`src/rtl/proc_pkg.sv`:
```
// Shared processor constants and the instruction-memory loader state type.
package proc_pkg;

    localparam int INSTR_W = 33;
    localparam int PC_W    = 9;
    localparam int DATA_W  = 18;

    typedef enum logic [2:0] {
        LEN   = 3'd0,
        DATA  = 3'd1,
        WRITE = 3'd2,
        CHECK = 3'd3,
        DONE  = 3'd4,
        ERR   = 3'd5
    } loader_state_t;

    // States in which the loader takes bytes from the stream.
    function automatic logic takes_bytes(input loader_state_t st);
        return (st == LEN) || (st == DATA) || (st == CHECK);
    endfunction

endpackage

```
`src/rtl/word_assembler.sv`:
```
// Collects little-endian stream bytes into one instruction word; the final byte
// is taken straight from the input so the completed word is visible on its accept cycle.
module word_assembler #(
    parameter int INSTR_W        = 33,
    parameter int BYTES_PER_WORD = 5
) (
    input  logic               clk,
    input  logic               rst,
    input  logic               clear,
    input  logic               byte_valid,
    input  logic [7:0]         byte_in,
    output logic               word_full,
    output logic [INSTR_W-1:0] word,
    output logic               pad_err
);
    localparam int HOLD_W = 8 * (BYTES_PER_WORD - 1);
    localparam int CNT_W  = $clog2(BYTES_PER_WORD);
    localparam logic [CNT_W-1:0] LAST = CNT_W'(BYTES_PER_WORD - 1);

    logic [HOLD_W-1:0]           hold_r;
    logic [CNT_W-1:0]            cnt_r;
    logic [8*BYTES_PER_WORD-1:0] full_s;

    assign full_s    = {byte_in, hold_r};
    assign word_full = byte_valid && (cnt_r == LAST);
    assign word      = full_s[INSTR_W-1:0];
    assign pad_err   = |full_s[8*BYTES_PER_WORD-1:INSTR_W];

    // Shift earlier bytes in from the top so byte 0 ends up in bits 7:0.
    always_ff @(posedge clk or negedge rst) begin
        if (!rst) begin
            hold_r <= '0;
            cnt_r  <= '0;
        end else if (clear) begin
            hold_r <= '0;
            cnt_r  <= '0;
        end else if (word_full) begin
            cnt_r  <= '0;
        end else if (byte_valid) begin
            hold_r <= {byte_in, hold_r[HOLD_W-1:8]};
            cnt_r  <= cnt_r + CNT_W'(1);
        end
    end

endmodule

```
`src/rtl/imem_loader.sv`:
```
// Boot loader: length header, 5-byte little-endian words written to imem,
// XOR checksum; releases the pipeline reset only after a clean load.
module imem_loader #(
    parameter int INSTR_W        = proc_pkg::INSTR_W,
    parameter int ADDR_W         = proc_pkg::PC_W,
    parameter int BYTES_PER_WORD = 5
) (
    input  logic               clk,
    input  logic               rst,
    input  logic               load_req,
    input  logic               rx_valid,
    input  logic [7:0]         rx_data,
    output logic               rx_ready,
    output logic               imem_we,
    output logic [ADDR_W-1:0]  imem_addr,
    output logic [INSTR_W-1:0] imem_wdata,
    output logic               cpu_rst,
    output logic               done,
    output logic               error
);
    import proc_pkg::*;

    localparam logic [15:0] MAX_WORDS = 16'(2 ** ADDR_W);

    loader_state_t      state_r, next_state_s;
    logic               accept_s, restart_s;
    logic [15:0]        len_r, n_s;
    logic               len_hi_r;
    logic [7:0]         acc_r;
    logic [ADDR_W:0]    idx_r, idx_next_s;
    logic               asm_full_s, asm_pad_s;
    logic [INSTR_W-1:0] asm_word_s;
    logic               rx_ready_r, imem_we_r, cpu_rst_r, done_r, error_r;
    logic [ADDR_W-1:0]  imem_addr_r;
    logic [INSTR_W-1:0] imem_wdata_r;

    assign accept_s   = rx_valid && rx_ready_r;
    assign restart_s  = load_req && ((state_r == DONE) || (state_r == ERR));
    assign n_s        = {rx_data, len_r[7:0]};
    assign idx_next_s = idx_r + {{ADDR_W{1'b0}}, 1'b1};

    assign rx_ready   = rx_ready_r;
    assign imem_we    = imem_we_r;
    assign imem_addr  = imem_addr_r;
    assign imem_wdata = imem_wdata_r;
    assign cpu_rst    = cpu_rst_r;
    assign done       = done_r;
    assign error      = error_r;

    word_assembler #(
        .INSTR_W        (INSTR_W),
        .BYTES_PER_WORD (BYTES_PER_WORD)
    ) u_asm (
        .clk        (clk),
        .rst        (rst),
        .clear      (restart_s),
        .byte_valid (accept_s && (state_r == DATA)),
        .byte_in    (rx_data),
        .word_full  (asm_full_s),
        .word       (asm_word_s),
        .pad_err    (asm_pad_s)
    );

    // State register.
    always_ff @(posedge clk or negedge rst) begin
        if (!rst) begin
            state_r <= LEN;
        end else begin
            state_r <= next_state_s;
        end
    end

    // Next-state decode.
    always_comb begin
        next_state_s = state_r;
        case (state_r)
            LEN: begin
                if (accept_s && len_hi_r) begin
                    if ((n_s == 16'd0) || (n_s > MAX_WORDS)) next_state_s = ERR;
                    else                                     next_state_s = DATA;
                end else begin
                    next_state_s = LEN;
                end
            end
            DATA: begin
                if (asm_full_s) begin
                    if (asm_pad_s) next_state_s = ERR;
                    else           next_state_s = WRITE;
                end else begin
                    next_state_s = DATA;
                end
            end
            WRITE: begin
                if (16'(idx_next_s) == len_r) next_state_s = CHECK;
                else                          next_state_s = DATA;
            end
            CHECK: begin
                if (accept_s) begin
                    if (rx_data == acc_r) next_state_s = DONE;
                    else                  next_state_s = ERR;
                end else begin
                    next_state_s = CHECK;
                end
            end
            DONE, ERR: begin
                if (load_req) next_state_s = LEN;
                else          next_state_s = state_r;
            end
            default: next_state_s = ERR;
        endcase
    end

    // Outputs are decoded from the next state so they line up with the state they describe.
    always_ff @(posedge clk or negedge rst) begin
        if (!rst) begin
            rx_ready_r   <= 1'b0;
            imem_we_r    <= 1'b0;
            imem_addr_r  <= '0;
            imem_wdata_r <= '0;
            cpu_rst_r    <= 1'b0;
            done_r       <= 1'b0;
            error_r      <= 1'b0;
        end else begin
            rx_ready_r <= takes_bytes(next_state_s);
            imem_we_r  <= (next_state_s == WRITE);
            cpu_rst_r  <= (next_state_s == DONE);
            done_r     <= (next_state_s == DONE);
            error_r    <= (next_state_s == ERR);
            if (next_state_s == WRITE) begin
                imem_addr_r  <= idx_r[ADDR_W-1:0];
                imem_wdata_r <= asm_word_s;
            end
        end
    end

    // Length header, checksum accumulator and word index.
    always_ff @(posedge clk or negedge rst) begin
        if (!rst) begin
            len_r    <= 16'd0;
            len_hi_r <= 1'b0;
            acc_r    <= 8'd0;
            idx_r    <= '0;
        end else if (restart_s) begin
            len_r    <= 16'd0;
            len_hi_r <= 1'b0;
            acc_r    <= 8'd0;
            idx_r    <= '0;
        end else begin
            if (accept_s && (state_r != CHECK)) begin
                acc_r <= acc_r ^ rx_data;
            end
            if (accept_s && (state_r == LEN)) begin
                len_hi_r <= ~len_hi_r;
                if (len_hi_r) len_r[15:8] <= rx_data;
                else          len_r[7:0]  <= rx_data;
            end
            if (state_r == WRITE) begin
                idx_r <= idx_next_s;
            end
        end
    end

endmodule
```
`config.mk`:
```
export PLATFORM = sky130hd
export DESIGN_NAME = imem_loader
export DESIGN_NICKNAME = d
export VERILOG_FILES = /design/src/rtl/proc_pkg.sv /design/src/rtl/word_assembler.sv /design/src/rtl/imem_loader.sv
export SDC_FILE = /design/constraint.sdc
export NUM_CORES = 1
export LEC_CHECK = 0
export BUFFER_PORTS_ARGS = -buffer_cell sky130_fd_sc_hd__clkbuf_2
export CORE_MARGIN = 4
export CORE_UTILIZATION = 55
export CTS_BUF_LIST = sky130_fd_sc_hd__clkbuf_8
export CTS_CLUSTER_SIZE = 12
export DETAILED_ROUTE_END_ITERATION = 10
export PLACE_DENSITY_LB_ADDON = 0.15
export SYNTH_ARGS = -nofsm -noshare
export SYNTH_HDL_FRONTEND = slang
export SYNTH_SLANG_ARGS = --single-unit
```
`constraint.sdc`:
```
create_clock -name clk -period 1.7 [get_ports clk]
set_input_delay 0 -clock clk [delete_from_list [all_inputs] [get_ports clk]]
set_output_delay 0 -clock clk [all_outputs]
set_load 0.005 [all_outputs]
```
==> flow_summary.toml, run 1 <==
[timing]
hold_viol = 0
clock.fmax_mhz = 576.7
setup_ws_ns = -0.03400
slew_headroom_pct = 50.79
final_max_slew_viol_count = 0
min_period_ns = 1.734
rsz0062_at_grt = "yes"
worst_slew_pin_slew_ns = 0.7357
holdWs_ns = 0.1293
setup_tns_ns = -0.05034
fin_worst_skew_ns = 0.01212
setup_viol = 3
finalCritPeriodShare_pct = 102.0

[clocking]
clk_pin_slew_ns = 0.08
clock_latency_ns = 0.44
cts.path.max_buffers = 2
numCtsBuffers = 17
cts_tree = "done"
htreeDepth = 4
clock-sinks = 119
clockRootBuffer = "clkbuf_8"

[drt]
wl_um = 13050
vias = 4487
drc_errors = 0
wl_per_cell_um = 15.46
drt_first_pass_iters = 5
drt_iter0_drc = 235
postRouteAntennaNets = 0
viasPerCell = 5.316

[die]
die_area_sq_um = 11310
die_h_um = 106.3
num_rows = 35
floorplan.initialDensity_pct = 57.01
core_sq_um = 9328
die_w_um = 106.3
pin_count = 59

[placed_design]
place.gp.congestion = 0.8819
dpl.cell_count = 795
hpwl_um = 8502
io_buffer_count = 58

[synth]
synth-edff-count = 0
synth_area_sq_um = 5318
syn_inst = 588
syn_avg_cell_area_sq_um = 9.044
yosys_register_bits = 119
synthesis.nets = 603
ys_seq_area_share_pct = 56.00
synth.distinct_cells = 46
async_flop_share_pct = 100.0
yosys_warnings = 0
ys.flop_type = "dfrtp_1"

[finish]
fin_nets = 717
num_antenna_cells = 0
drive_above_1_share_pct = 23.78
most-common-layout-cells = "221 x nand2_1, 119 x dfrtp_1, 57 x clkbuf_2"
syn_to_final_growth_pct = 28.31
stdcell_count = 844
final_common_cell = "nand2_1"

[grt]
antenna_found_initial = 0
grt_overflow = 0
grt_pass1_vias = 4325
grt_pass1_wl_um = 20890
grt.total_usage_pct = 23.16
grt_max_degree = 38

[worst_setup_path]
path_class = "reg -> reg"
critPathBufInv = 1
required_ns = 2.02
start_kind = "flip-flop"
cp-end-kind = "flip-flop"
cpMaxStageDelayCell = "or3_4"
cp_cell_sequence = "and3b_2, nand4_4, or3_4, a31oi_4, inv_2, and2_4"
max_stage_delay_ns = 0.40
crit_fanout = 5
crit_family = "simple AND/OR/NAND/NOR gates"
timing.critical_path.arrival_ns = 2.06

[run_status]
violations = "negative setup slack"
outcome = "finished, violations left"

[min_path]
hold_class = "in -> async"

[pwr]
power_density_nw_per_um2 = 1545
total_power_mw = 10.54
vdd_drop_max_mv = 0.7967
leakagePower_nw = 3.514

[run]
maxCapViolCount = 0
per-layer routing:
metal	part of all wire [%]	GRT usage, %	wire length (um)	vias up
li1	-	-	-	2163
met1	43	31.40	5664	2185
met2	50	37.47	6510	117
met3	5.1	4.432	660	22
met4	1.6	8.048	214	0
met5	0	0	0	-
cells by family (layout without fill, tap and decap cells):
| family | Yosys count | in the layout | share of synthesized area (%) |
|---|---|---|---|
| DFF | 119 | 119 | 56.00 |
| buffers and inverters | 38 | 165 | 3.200 |
| AOI/OAI and AO/OA | 71 | 71 | 7.953 |
| muxes | 15 | 15 | 2.823 |
| and+or+nand+nor | 316 | 316 | 25.04 |
| xor gates and xnor gates | 26 | 26 | 4.282 |
| adders and majority gates | 3 | 3 | 0.7060 |
area by class of cell:
class | count | area [sq um]
flip-flops and latches | 119 | 2978
fillers | 708 | 2505
clock buffers | 18 | 247.7
multi-input cells | 431 | 2256
well taps | 129 | 161.4
clock inverters | 14 | 185.2
repair buffers | 127 | 972.2
inverters | 6 | 22.52
tightest hold or removal path: stages:
cell	delay (ns)
dlygate4sd3_1	0.53
buf_4	0.17
buf_12	0.22
state kept, by name, summed over array words and instances, names as in the netlist, 3 cells and up:
register      count
imem_addr         9
u_asm.hold_r     32
imem_wdata       33
u_asm.cnt_r       3
acc_r             8
state_r           3
idx_r            10
len_r            16
cell usage after synthesis, drive strengths merged, types with 15 or more instances:
cell type	instances	area (sq um)
mux2i	15	150.1
dfrtp	119	2978
clkbuf	17	63.81
nand3	17	85.08
nand2	222	833.3
xor2	20	175.2
o21ai	17	85.08
a21oi	34	170.2
buf	15	83.83
nor2	40	152.6
metrics by stage:
step                setup WS (ns)  utilization, %  cell area (sq um)
floorplan                -0.01859               -               5320
global placement         -0.05761           65.31               6092
detailed placement       -0.09295           65.31               6092
CTS                      0.006344           71.46               6665
global route             -0.09176           73.15               6823
finish                   -0.03400           73.15               6823
final timing paths:
path                                                from                            to  slack (ns)  depth (start not counted)
worst max-delay path                state_r[1]$_DFF_PN0_               error$_DFF_PN0_       -0.03                          6
worst min-delay path                                 rst            rx_ready$_DFF_PN0_        0.13                          3
worst max register to register      state_r[1]$_DFF_PN0_               error$_DFF_PN0_       -0.03                          6
worst min register to register  imem_addr[5]$_DFFE_PN0N_      imem_addr[5]$_DFFE_PN0N_        0.47                          2
max in group asynchronous                            rst     imem_wdata[9]$_DFFE_PN0N_        0.43                          3
min in group clk                              rx_data[5]  u_asm.hold_r[29]$_DFFE_PN0P_        0.46                          4
power by group:
group / switching (mW) / leakage [nW] / internal (mW) / total (mW)
clock network: 1.26 / 0.210 / 1.53 / 2.79
logic: 1.82 / 1.71 / 1.61 / 3.43
registers: 0.695 / 1.59 / 3.63 / 4.32
total: 3.78 / 3.51 / 6.77 / 10.5
repair_timing:
item	in CTS	in global routing
pin swaps	0	6
gates resized for setup	3	22
buffers inserted	0	2
endpoints found under the setup margin	44	81
hold buffers	13	0
hold endpoints to repair	146	0
gates cloned	0	2
Power figures use the tool's default switching activity.
==> inputs of run 2 (changes only) <==
--- a/config.mk
+++ b/config.mk
@@ -6,12 +6,12 @@
 export NUM_CORES = 1
 export LEC_CHECK = 0
 export BUFFER_PORTS_ARGS = -buffer_cell sky130_fd_sc_hd__clkbuf_2
-export CORE_MARGIN = 4
+export CORE_MARGIN = 8
 export CORE_UTILIZATION = 55
 export CTS_BUF_LIST = sky130_fd_sc_hd__clkbuf_8
 export CTS_CLUSTER_SIZE = 12
 export DETAILED_ROUTE_END_ITERATION = 10
-export PLACE_DENSITY_LB_ADDON = 0.15
+export PLACE_DENSITY_LB_ADDON = 0.3
 export SYNTH_ARGS = -nofsm -noshare
 export SYNTH_HDL_FRONTEND = slang
 export SYNTH_SLANG_ARGS = --single-unit
==> flow_summary.toml, run 2 (synthesized netlist as in run 1, its figures left out) <==
[timing]
worst_slew_pin_slew_ns = 0.6203
final_max_slew_viol_count = 0
setup_viol = 24
slew_headroom_pct = 58.65
rsz0062_at_grt = "yes"
hold_viol = 0
min_period_ns = 1.742
setup_ws_ns = -0.04240
setup_tns_ns = -0.2659
holdWs_ns = 0.04751
clock.fmax_mhz = 573.9
finalCritPeriodShare_pct = 102.5
fin_worst_skew_ns = 0.01198

[drt]
dr_wl_met2_um = 6898
drt_first_pass_iters = 5
vias = 4645
wl_met3_um = 1035
wl_um = 14100
m1WireLength_um = 5811
drc_errors = 0
drt_iter0_drc = 326
highest_layer = "met4"
viasPerCell = 5.445
postRouteAntennaNets = 0
wl_per_cell_um = 16.53

[placed_design]
pre_cts_slack_ns = -0.04748
post_dp_cell_area_sq_um = 6115
dpl.cell_count = 798
io_buffer_count = 58
hpwl_um = 9027
place.gp.congestion = 0.8435

[finish]
stdcell_area_sq_um = 6882
largest_register_ffs = 33
stdcell_count = 853
syn_to_final_growth_pct = 29.41
nFillCells = 696
num_antenna_cells = 0
fin_nets = 722
final_common_cell = "nand2_1"
fin_util_pct = 71.73
most-common-layout-cells = "221 x nand2_1, 119 x dfrtp_1, 57 x clkbuf_2"
drive_above_1_share_pct = 25.14

[worst_setup_path]
r2r_slack_ns = -0.01
path_class = "in -> reg"
cp-end-kind = "flip-flop"
start_kind = "input port"
crit_fanout = 4
required_ns = 2.02
timing.critical_path.arrival_ns = 2.06

[clocking]
cts_tree = "done"
numCtsBuffers = 17
clock_latency_ns = 0.44
clk_pin_slew_ns = 0.08
clockRootBuffer = "clkbuf_8"
clock-sinks = 119
htreeDepth = 4
cts.path.max_buffers = 2

[die]
floorplan.initialDensity_pct = 55.43
die_h_um = 114.3
die_w_um = 114.3
num_rows = 36
pin_count = 59
core_sq_um = 9594
die_area_sq_um = 13070

[pwr]
switching_power_mw = 3.801
vdd_drop_max_mv = 0.7441
p_clk_share_pct = 23.6
power_density_nw_per_um2 = 1509
share_comb_of_total_power_pct = 35.0
total_power_mw = 10.38
p_sw_share_pct = 36.61
pwr-share-seq_pct = 41.4
leakagePower_nw = 3.559
intPower_mw = 6.581

[grt]
grt_pass1_wl_um = 22160
grt_pass1_vias = 4529
grt.total_usage_pct = 21.45
grt_max_degree = 46
antenna_found_initial = 0
grt_overflow = 0

[run_status]
outcome = "finished, violations left"
violations = "negative setup slack"

[run]
maxCapViolCount = 0

[min_path]
hold_class = "in -> reg"
[run 2: cell count changes in the layout (fill, tap and decap cells not counted), moves of 2 or more]
cell / change
buf_6: +4
clkinv_4: +3
dlygate4sd3_1: -3
inv_6: -3
buf_4: +2
bufinv_16: -2
[run 2: timing repair]
action	CTS	global route
setup buffers	2	7
hold buffers	10	0
gates cloned	1	3
pin swaps	1	7
endpoints found under the hold margin	71	0
resized for setup	10	20
endpoints found under the setup margin	51	47
[run 2: worst max-delay path, cell delays in order]
cell and delay, ns:
dlygate4sd3_1 0.53, clkbuf_2 0.16, nor4_1 0.35, nand2_1 0.19, or3_4 0.44, a31oi_4 0.19
inv_2 0.05, and2_1 0.15
[run 2: metal layers]
| layer | up-vias | GRT usage (%) |
|---|---|---|
| li1 | 2167 | - |
| met1 | 2254 | 26.68 |
| met2 | 190 | 34.70 |
| met3 | 34 | 5.432 |
| met4 | 0 | 9.317 |
| met5 | - | 0 |
[run 2: final cells by class]
cell class                 count  area [sq um]  area share, %
inverter                       6         22.52         0.3273
multi-input combinational    431          2276          33.07
sequential                   119          2978          43.27
timing repair buffer         132          1055          15.33
clock buffer                  19         261.5          3.800
tap                          133         166.4          2.418
clock inverter                13         122.6          1.782
[run 2: power by group through the flow]
stage / Clock (mW) / Sequential, mW / Combinational [mW]
4_1_cts: 2.48 / 4.27 / 3.37
3_3_place_gp: 0 / 4.26 / 3.03
3_5_place_dp: 0 / 4.30 / 3.17
6_report: 2.45 / 4.30 / 3.63
2_1_floorplan: 0 / 4.16 / 2.01
5_1_grt: 2.62 / 4.40 / 3.99
[run 2: worst paths after layout]
kind	from	cells after the start	end
max	rx_data[6]	8	error$_DFF_PN0_
min	rx_data[1]	3	imem_we$_DFF_PN0_
max reg2reg	state_r[1]$_DFF_PN0_	6	error$_DFF_PN0_
min reg2reg	imem_addr[8]$_DFFE_PN0N_	2	imem_addr[8]$_DFFE_PN0N_
max in group asynchronous	rst	3	u_asm.hold_r[5]$_DFFE_PN0P_
min in group asynchronous	rst	2	imem_wdata[30]$_DFFE_PN0N_
